`src/rtl/rf_access_sequencer.sv`:
```
// rf_access_sequencer
//   Initiator for the BabySoC 4-entry register file. It accepts one ALU
//   command per valid/ready handshake, reads both source registers through
//   the combinational read ports, computes the result and writes it back
//   through the single write port. It also reports the result, its flags
//   and a running count of completed write-backs.
//
// Ports
//   clk, rst_n              clock (rising edge), synchronous active-low reset
//   cmd_valid / cmd_ready   command handshake
//   cmd_op                  00 ADD, 01 SUB, 10 AND, 11 LOADI
//   cmd_rd/rs1/rs2/imm      destination, sources, immediate
//   ReadReg1/2, ReadData1/2 register file read ports (data is combinational)
//   WriteReg/WriteData      register file write port
//   RegWrite                write enable, committed by the register file on posedge clk
//   rsp_valid               one-cycle pulse in the cycle the result is written
//   rsp_data/zero/carry     result and flags, held until the next EXEC
//   op_count                completed write-backs, wraps modulo 2^CNT_W
module rf_access_sequencer #(
    parameter int DATA_W = 4,
    parameter int ADDR_W = 2,
    parameter int CNT_W  = 8
) (
    input  logic              clk,
    input  logic              rst_n,
    input  logic              cmd_valid,
    output logic              cmd_ready,
    input  logic [1:0]        cmd_op,
    input  logic [ADDR_W-1:0] cmd_rd,
    input  logic [ADDR_W-1:0] cmd_rs1,
    input  logic [ADDR_W-1:0] cmd_rs2,
    input  logic [DATA_W-1:0] cmd_imm,
    output logic [ADDR_W-1:0] ReadReg1,
    output logic [ADDR_W-1:0] ReadReg2,
    input  logic [DATA_W-1:0] ReadData1,
    input  logic [DATA_W-1:0] ReadData2,
    output logic [ADDR_W-1:0] WriteReg,
    output logic [DATA_W-1:0] WriteData,
    output logic              RegWrite,
    output logic              rsp_valid,
    output logic [DATA_W-1:0] rsp_data,
    output logic              rsp_zero,
    output logic              rsp_carry,
    output logic [CNT_W-1:0]  op_count
);

    typedef enum logic [1:0] {IDLE, EXEC, WRITE} state_e;
    typedef enum logic [1:0] {OP_ADD, OP_SUB, OP_AND, OP_LOADI} op_e;

    state_e              state;
    op_e                 opQ;
    logic [ADDR_W-1:0]   rdQ;
    logic [DATA_W-1:0]   immQ;

    logic                accept;
    logic [DATA_W:0]     sumExt;
    logic [DATA_W:0]     diffExt;
    logic [DATA_W-1:0]   aluRes;
    logic                aluCarry;

    // Write enable and response are gated by rst_n so that a reset landing
    // on the WRITE cycle discards the command instead of committing it.
    assign RegWrite  = (state == WRITE) & rst_n;
    assign rsp_valid = (state == WRITE) & rst_n;
    assign cmd_ready = rst_n & ((state == IDLE) | (state == WRITE));
    assign accept    = cmd_valid & cmd_ready;
    assign rsp_data  = WriteData;

    // Extending both operands by one bit makes the top bit of the difference
    // the unsigned borrow (set exactly when ReadData1 < ReadData2).
    always_comb begin
        sumExt   = {1'b0, ReadData1} + {1'b0, ReadData2};
        diffExt  = {1'b0, ReadData1} - {1'b0, ReadData2};
        aluRes   = '0;
        aluCarry = 1'b0;
        case (opQ)
            OP_ADD: begin
                aluRes   = sumExt[DATA_W-1:0];
                aluCarry = sumExt[DATA_W];
            end
            OP_SUB: begin
                aluRes   = diffExt[DATA_W-1:0];
                aluCarry = diffExt[DATA_W];
            end
            OP_AND: begin
                aluRes   = ReadData1 & ReadData2;
                aluCarry = 1'b0;
            end
            default: begin
                aluRes   = immQ;
                aluCarry = 1'b0;
            end
        endcase
    end

    // The read-port registers double as the latched source indices: they
    // load on accept and therefore hold the sources throughout EXEC and
    // keep their last value afterwards.
    always_ff @(posedge clk) begin
        if (!rst_n) begin
            state     <= IDLE;
            opQ       <= OP_ADD;
            rdQ       <= '0;
            immQ      <= '0;
            ReadReg1  <= '0;
            ReadReg2  <= '0;
            WriteReg  <= '0;
            WriteData <= '0;
            rsp_zero  <= 1'b0;
            rsp_carry <= 1'b0;
            op_count  <= '0;
        end else begin
            case (state)
                IDLE: begin
                    if (accept) begin
                        opQ      <= op_e'(cmd_op);
                        rdQ      <= cmd_rd;
                        immQ     <= cmd_imm;
                        ReadReg1 <= cmd_rs1;
                        ReadReg2 <= cmd_rs2;
                        state    <= EXEC;
                    end
                end
                EXEC: begin
                    WriteReg  <= rdQ;
                    WriteData <= aluRes;
                    rsp_carry <= aluCarry;
                    rsp_zero  <= (aluRes == '0);
                    state     <= WRITE;
                end
                WRITE: begin
                    op_count <= op_count + 1'b1;
                    if (accept) begin
                        opQ      <= op_e'(cmd_op);
                        rdQ      <= cmd_rd;
                        immQ     <= cmd_imm;
                        ReadReg1 <= cmd_rs1;
                        ReadReg2 <= cmd_rs2;
                        state    <= EXEC;
                    end else begin
                        state <= IDLE;
                    end
                end
                default: state <= IDLE;
            endcase
        end
    end

endmodule

```
`config.mk`:
```
export PLATFORM = sky130hd
export DESIGN_NAME = rf_access_sequencer
export DESIGN_NICKNAME = d
export VERILOG_FILES = /design/src/rtl/rf_access_sequencer.sv
export SDC_FILE = /design/constraint.sdc
export NUM_CORES = 1
export LEC_CHECK = 0
export CORE_MARGIN = 10
export CORE_UTILIZATION = 45
export CTS_BUF_LIST = sky130_fd_sc_hd__clkbuf_2
export CTS_CLUSTER_SIZE = 10
export DETAILED_ROUTE_END_ITERATION = 8
export PLACE_DENSITY = 0.86
export SLEW_MARGIN = 20
export SYNTH_ARGS = -nofsm -noshare
export SYNTH_HDL_FRONTEND = slang
export SYNTH_SLANG_ARGS = --single-unit
```
`constraint.sdc`:
```
create_clock -name clk -period 4.2 [get_ports clk]
set_input_delay 0.42 -clock clk [delete_from_list [all_inputs] [get_ports clk]]
set_output_delay 0.42 -clock clk [all_outputs]
set_load 0.05 [all_outputs]
```
Yosys cells after proc, flatten, opt, wreduce, memory -nomap -nowiden
Index checks and enable logic that the tools add are counted.
{ "word_totals": {"reg_bits": 30, "wordCells": 34, "output_inout_bits": 27, "in_bits": 23} }
{ "op_classes": {"n_eq_ne": 5, "mux": 5, "addsub": 3, "bitwise": 5, "n_reduce_logical": 5} }
{ "ops": {"columns": ["op", "n"], "rows": [
  ["case mux 4 bit (3 select lines)", 1],
  ["adder 8 x 1 -> 8 bit, second input constant", 1],
  ["case mux 2 bit (3 select lines)", 1],
  ["adder 4 x 4 -> 5 bit", 1],
  ["subtractor 4 x 4 -> 5 bit", 1],
  ["bitwise AND 4 bit", 1],
  ["== test 2 x 1 -> 1 bit, second input constant", 2],
  ["== test 2 bit, second input constant", 2],
  ["logical NOT 2 bit", 2],
  ["logical NOT 4 bit", 1],
  ["bitwise AND 1 bit", 3],
  ["two-way mux 2 bit", 1],
  ["!= test 2 bit, second input constant", 1],
  ["case mux 1 bit (2 select lines)", 1],
  ["AND reduction 2 bit", 1],
  ["OR reduction 2 bit", 1],
  ["two-way mux 1 bit", 1],
  ["bitwise OR 1 bit", 1]
]} }

Depth between registers and ports, before layout
{ "depth": {"ltp_word": 6, "depth_mapped": 8} }

Least setup slack after synthesis
No wires, ideal clock.
{ "synth_path": {"path_type": "input -> output", "startpoint": "input port rst_n", "endpoint": "output port rsp_valid", "required_ns": 3.780, "path_stages": 3, "slack_ns": 1.745, "arrival_time_ns": 2.035, "path_buffers": 1, "cell_sequence": "nor2b_1 -> and2_1 -> buf_4"} }
{ "synth_via": {"elab_chain_len": 1} }
{ "synth_lines": {"columns": ["item", "line", "source"], "rows": [
  ["start: declaration", "25", "input logic rst_n,"],
  ["bitwise AND 1 bit", null, null],
  ["end: declaration", "40", "output logic rsp_valid,"]
]} }
Every way passes these cells.

Final worst setup path
{ "layout_path": {"startpoint": "input port rst_n", "endpoint": "output port RegWrite"} }
{ "layout_via": {"elab_chain_len": 1} }
{ "layout_lines": {"columns": ["item", "line", "source"], "rows": [
  ["bitwise AND 1 bit", "63", "assign RegWrite = (state == WRITE) & rst_n;"],
  ["end: declaration", "39", "output logic RegWrite,"]
]} }
Every way passes these cells.

==> flow_summary.yaml <==
logic_synthesis:
  synthTopCellsByArea: "dfxtp_1 (39%), nand2_1 (9.0%), ha_1 (7.3%), nand3_1 (4.2%), o21ai_0 (2.9%)"
  synthDominantCellAreaShare: 0.3874
  ys_warn_count: 0
  synthDistinctLibCells: 35
  synth_area_mm2: 0.001550
  synth_edf_count: 0
  ys_seq_elements: 30
  syn_nets: 216
  synth_area_per_cell_um2: 8.518
  synthTopCellsByCount: "nand2_1 (37), dfxtp_1 (30), nand3_1 (13)"
  ys_seq_area_frac: 0.3874
  syn_inst: 182
  synth_top_area_cell: "dfxtp_1"
  synthArstFlopShare: 0
  synth_most_common_cell: "nand2_1"
  synth_ff_type: "dfxtp_1"
min_path:
  min-delay-start: "ReadReg1[1]"
  hold_depth: 2
  whs_endpoint: "ReadReg1[1]"
  min_path_type: "reg2reg"
cts:
  cts_max_level: 2
  cts_root_buf: "clkbuf_2"
  clkTransAtPathRegs_ns: 0.15
  hold_buffers: 0
  insertion_delay_ns: 0.34
  post-cts-setup-buffer-count: 0
  cts.sinks: 30
  numCtsBuffers: 5
  max-clock-path-buffers: 2
  tritoncts: "done"
  cts_resized: 0
finish:
  area_growth_pct: 33.17
  seqCellArea_um2: 600.6
  drive_gt1_frac: 0.03084
  fill_cells: 313
  antenna_cells: 0
  multiInputGateArea_um2: 838.3
  final_net_count: 260
worst_setup_path:
  r2r_start: "opQ[0]"
  path_common_cell: "clkdlybuf4s50_1"
  crit_family: "buffers and inverters"
  critPathRequiredTime_ns: 3.78
  critPathCaptureType: "primary output"
  rrSetupSlack_ns: 2.48
  max_stage_delay_ns: 0.82
  critPathKind: "in2out"
  crit_fanout: 31
  ff2ff_path_depth: 5
  arrival_ns: 2.42
  cp.buffers_inverters: 3
  worstReg2RegEnd: "rsp_zero"
  cp_cell_sequence: "clkdlybuf4s50_1, buf_4, nor2b_1, and2_1, clkdlybuf4s50_1"
  crit_path_start_kind: "input port"
  slowest_stage: "clkdlybuf4s50_1"
timing:
  drv_slew: 0
  report.final.hold_viol_count: 0
  setup_viol: 0
  fin_ws_ns: 1.364
  rsz0062_at_grt: "false"
  min_period_ns: 2.836
  worst_slew_pin_slew_ns: 0.6308
  fmax_mhz: 352.6
  slew_headroom: 0.5786
  tns_ns: 0
  finalClockSkew_ns: 0.01297
  post-route-period-util: 0.6752
route:
  vias_per_cell: 4.897
  dr.pass1.iters: 4
  dr_total_vias: 1337
  routed_wl_mm: 3.417
  wire_per_inst_um: 12.52
  drc: 0
  ant_nets: 0
  drt_first_iter_violations: 70
global_route:
  grt_max_degree: 32
  antenna_found_initial: 0
  overflow: 0
  grt_use_total: 0.1077
  grt_pass1_vias: 1267
  grt_first_pass_wirelength_mm: 5.526
floorplanning:
  fp.dieW_um: 78.70
  design.die.area_mm2: 0.006193
  die_h_um: 78.70
  num_rows: 21
  num_io_pins: 50
  core_area_mm2: 0.003337
  start_util: 0.4646
power_and_ir_drop:
  p_leak_nw: 0.8752
  peakVddDrop_mv: 0.1780
  powerDensity_mw_per_mm2: 285.3
place:
  hpwlAfterDp_mm: 2.761
  port_buffers: 49
  gp_congestion: 0.7930
  pre_cts_ws_ns: 1.328
run_status:
  status: "complete, no violations"
flow_run:
  max_cap_violations: 0
## cells in the final DEF (no fill, tap or decap)
cell type / count
clkdlybuf4s50_1: 49
nand2_1: 37
dfxtp_1: 30
nand3_1: 13
inv_1: 9
o21ai_0: 9
ha_1: 9
and2_1: 7
nor2b_1: 6
nor2_1: 6
xnor2_1: 5
a21boi_0: 5
clkbuf_2: 5
mux2i_1: 4
and3_1: 3
nand4_1: 3
or3_1: 3
a21oi_1: 3
clkinv_1: 3
o211ai_1: 2
nand2b_1: 2
fa_1: 2
mux4_1: 1
o211a_1: 1
and2b_1: 1
a22oi_1: 1
o211ai_2: 1
and4_1: 1
a31o_1: 1
o21a_1: 1
o21bai_1: 1
a21boi_1: 1
xor2_1: 1
buf_4: 1
## how the worst max path moves through the flow
stage | start | endpoint | depth (start not counted)
finish | rst_n | RegWrite | 5
detailed placement | rst_n | RegWrite | 5
CTS | rst_n | RegWrite | 5
global route | rst_n | RegWrite | 5
floorplan | rst_n | rsp_valid | 3
global placement | rst_n | rsp_valid | 5
## worst register-to-register path, stage by stage (launching register included)
cell and delay, ns:
dfxtp_1 0.60, nor2_1 0.14, a22oi_1 0.19, a21oi_1 0.09, or3_1 0.41, a31o_1 0.22
## flip-flops by register name, indices dropped and copies added (netlist names)
name / count
rsp_zero: 1
immQ: 4
ReadReg2: 2
rdQ: 2
WriteData: 4
state: 2
opQ: 2
rsp_carry: 1
op_count: 8
WriteReg: 2
ReadReg1: 2
## area by class of cell
cell class,count,area share
inverter,9,0.01636
clock inverter,3,0.005455
timing repair buffer,50,0.2412
multi-input combinational,130,0.4061
tap,46,0.02788
clock buffer,5,0.01212
sequential,30,0.2909
## metrics by stage
step	hold WS, ns	instance area (um2)	power, mW	utilization	instances
CTS	0.4657	2064	0.5943	0.6187	273
finish	0.4629	2064	0.5890	0.6187	273
global route	0.4893	2064	0.6261	0.6187	273
floorplan	0.4337	1550	0.4151	-	182
detailed placement	0.4469	2028	0.4680	0.6078	265
global placement	0.4432	2028	0.4643	0.6078	265
## cells by family after synthesis
| logic type | share of synthesized area |
|---|---|
| compound gates | 0.1122 |
| xor+xnor | 0.03390 |
| fa+ha+maj | 0.09847 |
| buf+inv | 0.07183 |
| flops | 0.3874 |
| mux | 0.04278 |
| simple gates | 0.2534 |
## metal layers
metal	up-vias	wire [um]	track usage
met5	-	0	0
met1	605	1536	0.1241
met3	2	340	0.05968
met2	42	1528	0.1678
met4	0	10	0.03226
li1	688	-	-
## where the power goes
part / switching, mW / internal [mW]
clock network: 0.0932 / 0.0356
logic: 0.0851 / 0.0647
registers: 0.0118 / 0.299
total: 0.190 / 0.399
Note: power is estimated with default switching activity, not from simulation.
